<file path="src/rtl/bp1_pkg.sv">
// Shared constants for BP1 datapath blocks.
package bp1_pkg;

  localparam int unsigned DEMUX_DEPTH = 2;
  localparam int unsigned DROP_CNT_W  = 8;

endpackage

</file>
<file path="src/rtl/demux_slot.sv">
// Two-entry pointer-based FIFO used as one output channel of generic_demux.
module demux_slot
  import bp1_pkg::*;
#(
  parameter int unsigned WIDTH = 1
) (
  input  logic             clk,
  input  logic             rst_n,
  input  logic             push,
  input  logic [WIDTH-1:0] push_data,
  input  logic             pop,
  output logic             valid,
  output logic             full,
  output logic [WIDTH-1:0] head
);

  logic [WIDTH-1:0] mem_q [DEMUX_DEPTH];
  logic             wr_ptr_q, wr_ptr_d;
  logic             rd_ptr_q, rd_ptr_d;
  logic [1:0]       cnt_q, cnt_d;
  logic             do_push, do_pop;

  assign valid   = (cnt_q != 2'd0);
  assign full    = (cnt_q == 2'(DEMUX_DEPTH));
  assign do_push = push && !full;
  assign do_pop  = pop && valid;
  // Head is forced to zero when empty so stale storage never leaks out.
  assign head    = valid ? mem_q[rd_ptr_q] : '0;

  always_comb begin
    wr_ptr_d = wr_ptr_q;
    rd_ptr_d = rd_ptr_q;
    cnt_d    = cnt_q;
    if (do_push) wr_ptr_d = ~wr_ptr_q;
    if (do_pop)  rd_ptr_d = ~rd_ptr_q;
    if (do_push && !do_pop)      cnt_d = cnt_q + 2'd1;
    else if (do_pop && !do_push) cnt_d = cnt_q - 2'd1;
  end

  always_ff @(posedge clk) begin
    if (!rst_n) begin
      wr_ptr_q <= 1'b0;
      rd_ptr_q <= 1'b0;
      cnt_q    <= 2'd0;
    end else begin
      if (do_push) mem_q[wr_ptr_q] <= push_data;
      wr_ptr_q <= wr_ptr_d;
      rd_ptr_q <= rd_ptr_d;
      cnt_q    <= cnt_d;
    end
  end

endmodule

</file>
<file path="src/rtl/generic_demux.sv">
// Registered handshaked 1-to-NUMBER demultiplexer with a 2-entry FIFO per channel.
// Define GENERIC_DEMUX_ERR_EN to enable out-of-range select reporting (sel_err/drop_cnt).
module generic_demux
  import bp1_pkg::*;
#(
  parameter int unsigned  WIDTH    = 1,
  parameter int unsigned  NUMBER   = 2,
  localparam int unsigned SELECT_W = $clog2(NUMBER)
) (
  input  logic                  clk,
  input  logic                  rst_n,
  input  logic                  in_valid,
  output logic                  in_ready,
  input  logic [SELECT_W-1:0]   in_sel,
  input  logic [WIDTH-1:0]      in_data,
  output logic [NUMBER-1:0]     out_valid,
  input  logic [NUMBER-1:0]     out_ready,
  output logic [WIDTH-1:0]      out_data [NUMBER-1:0],
  output logic                  sel_err,
  output logic [DROP_CNT_W-1:0] drop_cnt
);

  localparam int unsigned        SLOTS   = 1 << SELECT_W;
  localparam logic [SELECT_W:0]  NUM_SEL = NUMBER[SELECT_W:0];

  logic              sel_ok;
  logic [NUMBER-1:0] full;
  logic [SLOTS-1:0]  full_ext;
  logic [NUMBER-1:0] push;
  logic [NUMBER-1:0] pop;

  // Constant-folds to 1 when NUMBER is a power of two.
  assign sel_ok = ({1'b0, in_sel} < NUM_SEL);

  always_comb begin
    full_ext               = '0;
    full_ext[NUMBER-1:0]   = full;
  end

  // Out-of-range words are always accepted so they can be dropped.
  assign in_ready = sel_ok ? !full_ext[in_sel] : 1'b1;

  always_comb begin
    push = '0;
    for (int k = 0; k < NUMBER; k++) begin
      push[k] = in_valid && sel_ok && (in_sel == SELECT_W'(k)) && !full[k];
    end
  end

  assign pop = out_valid & out_ready;

  for (genvar k = 0; k < NUMBER; k++) begin : g_slot
    demux_slot #(
      .WIDTH(WIDTH)
    ) u_slot (
      .clk      (clk),
      .rst_n    (rst_n),
      .push     (push[k]),
      .push_data(in_data),
      .pop      (pop[k]),
      .valid    (out_valid[k]),
      .full     (full[k]),
      .head     (out_data[k])
    );
  end

`ifdef GENERIC_DEMUX_ERR_EN
  logic                  drop;
  logic                  sel_err_q;
  logic [DROP_CNT_W-1:0] drop_cnt_q, drop_cnt_d;

  assign drop = in_valid && !sel_ok;

  always_comb begin
    drop_cnt_d = drop_cnt_q;
    if (drop && (drop_cnt_q != '1)) drop_cnt_d = drop_cnt_q + 1'b1;
  end

  always_ff @(posedge clk) begin
    if (!rst_n) begin
      sel_err_q  <= 1'b0;
      drop_cnt_q <= '0;
    end else begin
      sel_err_q  <= drop;
      drop_cnt_q <= drop_cnt_d;
    end
  end

  assign sel_err  = sel_err_q;
  assign drop_cnt = drop_cnt_q;
`else
  assign sel_err  = 1'b0;
  assign drop_cnt = '0;
`endif

endmodule

</file>
<file path="config.mk">
export PLATFORM = sky130hd
export DESIGN_NAME = generic_demux
export DESIGN_NICKNAME = d
export VERILOG_FILES = /design/src/rtl/bp1_pkg.sv /design/src/rtl/demux_slot.sv /design/src/rtl/generic_demux.sv
export SDC_FILE = /design/constraint.sdc
export NUM_CORES = 1
export LEC_CHECK = 0
export BUFFER_PORTS_ARGS = -buffer_cell sky130_fd_sc_hd__buf_4
export CELL_PAD_IN_SITES_DETAIL_PLACEMENT = 1
export CELL_PAD_IN_SITES_GLOBAL_PLACEMENT = 1
export CORE_MARGIN = 5
export CORE_UTILIZATION = 33
export CTS_CLUSTER_SIZE = 30
export DETAILED_ROUTE_END_ITERATION = 8
export PLACE_DENSITY = 0.79
export SKIP_CTS_REPAIR_TIMING = 1
export SLEW_MARGIN = 20
export SYNTH_ARGS = -nofsm -noshare
export SYNTH_HDL_FRONTEND = slang
export SYNTH_SLANG_ARGS = --single-unit
</file>
<file path="constraint.sdc">
create_clock -name clk -period 1.5 [get_ports clk]
set_clock_uncertainty 0.05 [all_clocks]
set_input_delay 0.15 -clock clk [delete_from_list [all_inputs] [get_ports clk]]
set_output_delay 0.15 -clock clk [all_outputs]
set_load 0.005 [all_outputs]
</file>
==> impl_results.md <==
* Global route total overflow at 0
* Clock root buffer: clkbuf_4
* Fraction of registers with async set/reset at 0
* Area after DPL at roughly 880 µm²
* Core Box Area at about 2200 µm²
* Multi-input gate area at a little under 400 µm²
* Share of layout cells above drive strength 1 at 0.371
* Max-capacitance violation count at 0
* Number of flops mapped to enable cells by yosys at 4
* Vias in the first global route at between 500 and 600
* Achievable frequency at roughly 0.65 GHz
* Post-DRT Antenna Nets at 0
* Max Slew Vio Count at 0
* Req. time, crit path at around 1.7 ns
* Final wirelength at 1580 µm
* Port Buffers at 11
* Largest cells by area after synthesis: dfxtp_1 (27%), edfxtp_1 (16%), buf_4 (13%)
* Cell Rows at 17
* Commonest cells after routing, fill and taps aside: buf_4 (20), conb_1 (9), nor2_1 (6), and2_1 (6), dfxtp_1 (6)
* DIE HEIGHT at roughly 57 µm
* Register area share after synthesis at 0.435
* Gr usage total at 0.101
* Post-Place Setup Slack at -0.0720 ns
* Yosys top cell area share at 0.272
* DRT Pass-1 Iters at 4
* First-pass GRT wire length at 2480 µm
* Primary FF master, synth: dfxtp_1
* Setup-failing EPs final at 2
* Max IR drop VDD at 0.000708 V
* Routability cong. at ~0.67
* Die footprint at around 3300 µm²
* Minimum clock period at between 1.5 and 2 ns
* Startpoint Class: flip-flop
* Starting density of the core at 0.339
* Critical Path Max Stage Delay at between 0.3 and 0.4 ns
* Total power per unit cell area at approximately 1700 nW/µm²
* Area added between synthesis and finish at 31.1%
* Failing checks: setup timing
* Worst Setup End Kind: flip-flop
* #FFs+latches synth at 14
* Final core utilization at 0.445
* Fin area at slightly below 1000 µm²
* CP bufs+invs at 0
* Vias at about 560
* Clock Path Buffers at 2
* Leak at slightly above 0.4 nW
* Layout net count at around 110
* Synthesized area per cell at 9.55 µm²
* Hold Vio Cnt, Final at 0
* Critical path's slowest cell: dfxtp_4
* Htree depth at 1
* Avg Vias per Cell at approximately 4.5
* Unrepaired setup endpoints after global routing: true
* Commonest non-fill, non-tap cell in the layout: buf_4
* WL per Instance at about 13 µm
* Worst-skew pair later-pin latency at ~0.28 ns
* Hpwl dp at between 1000 and 1500 µm
* Worst setup margin at -0.0348 ns
* Ant. Diodes at 0
* Layout fillers at ~270
* CTS tree: built
* Largest net degree at the start of global routing at 13
* Die width at between 50 and 60 µm
* WS Path Type: reg -> reg
* Crit-path cells: nand2b_4 > and3_4 > ha_4 > xor2_2 > or3_1 > a21boi_1
* Min-Delay Path Class: in -> reg
* Syn Inst Count at 77
* Clock sink count at 14
* Crit path DAT at between 1.5 and 2 ns
* Yosys synthesis warning count at 0
* Crit-path leading delay family: simple AND/OR/NAND/NOR gates
* Initial antenna violation count at 0
* Cell variety after synth at 27
* Status: complete, but fails checks
* Cell taking the most area after synthesis: dfxtp_1
* DRC at 0
* I/O pin cnt at 21
* Reg clk slew, reported paths at about 0.090 ns
* Tcrit/Tclk final at 1.02
* DRT iter0 DRCs at 6
* Sequential cell area at approximately 330 µm²
* Netlist Area Pre-Place at approximately 740 µm²
* CTS Buf Count at 3
* Reg-to-reg slack, setup at -0.03 ns
* Crit path max fanout at 4
==> cell type report <==
class | count | share of cell area
Multi-Input combinational cell | 53 | 0.401
Sequential cell | 14 | 0.342
Timing Repair Buffer | 22 | 0.178
Tap cell | 28 | 0.0363
Clock buffer | 3 | 0.0233
Inverter | 4 | 0.0156
Clock inverter | 1 | 0.00389
==> logic make-up after synthesis <==
group | share of synthesized area
multiplexers | 0.0272
adder cells (fa/ha/maj) | 0.0340
XOR/XNOR | 0.0714
flip-flops | 0.435
buffers and inverters | 0.158
AND/OR/NAND/NOR | 0.192
other | 0.00510
AO/OA/AOI/OAI | 0.0765
==> worst reg2reg max path, delay by kind of cell (launching register included) <==
kind	cells	cell delay, ns
AND/OR/NAND/NOR	3	0.63
AO/OA/AOI/OAI	1	0.13
flip-flops	1	0.36
adder cells (fa/ha/maj)	1	0.16
XOR/XNOR	1	0.14
==> power breakdown <==
group	internal, W	switching (W)
logic	0.000511	0.000340
registers	0.000518	0.0000919
clock network	0.0000967	0.000128
==> synth_stat cells, drive strengths merged (2+ instances only) <==
library cell and instances:
o21ai 4, edfxtp 4, dfxtp 10, nor2 6
a21boi 2, ha 2, mux2i 2, and2 6
buf 13, xor2 2, xnor2 4, nand2 4
inv 4, or3 2
==> path summary, 6_finish.rpt <==
kind | startpoint | endpoint | cells past startpoint
hold reg to reg | g_slot[0].u_slot.wr_ptr_q | g_slot[0].u_slot.wr_ptr_q | 2
setup / recovery | g_slot[1].u_slot.cnt_q[0] | g_slot[1].u_slot.cnt_q[1] | 6
setup reg to reg | g_slot[1].u_slot.cnt_q[0] | g_slot[1].u_slot.cnt_q[1] | 6
hold / removal | rst_n | g_slot[0].u_slot.rd_ptr_q | 2
==> metal layers <==
| metal | GRT usage | part of all wire |
|---|---|---|
| met4 | 0.0894 | 0.036 |
| met5 | 0 | 0 |
| met1 | 0.109 | 0.42 |
| met3 | 0.0249 | 0.065 |
| met2 | 0.162 | 0.48 |
==> through the flow <==
stage | setup TNS [ns] | hold slack [ns] | power [W] | std cells
finish | -0.0499 | 0.116 | 0.00169 | 125
global route | -0.157 | 0.106 | 0.00182 | 125
floorplan | 0 | 0.199 | 0.00113 | 85
global placement | -0.0145 | 0.308 | 0.00135 | 118
CTS | -0.166 | 0.00638 | 0.00163 | 122
detailed placement | -0.111 | 0.315 | 0.00139 | 118
(Power assumes the default switching activity.)
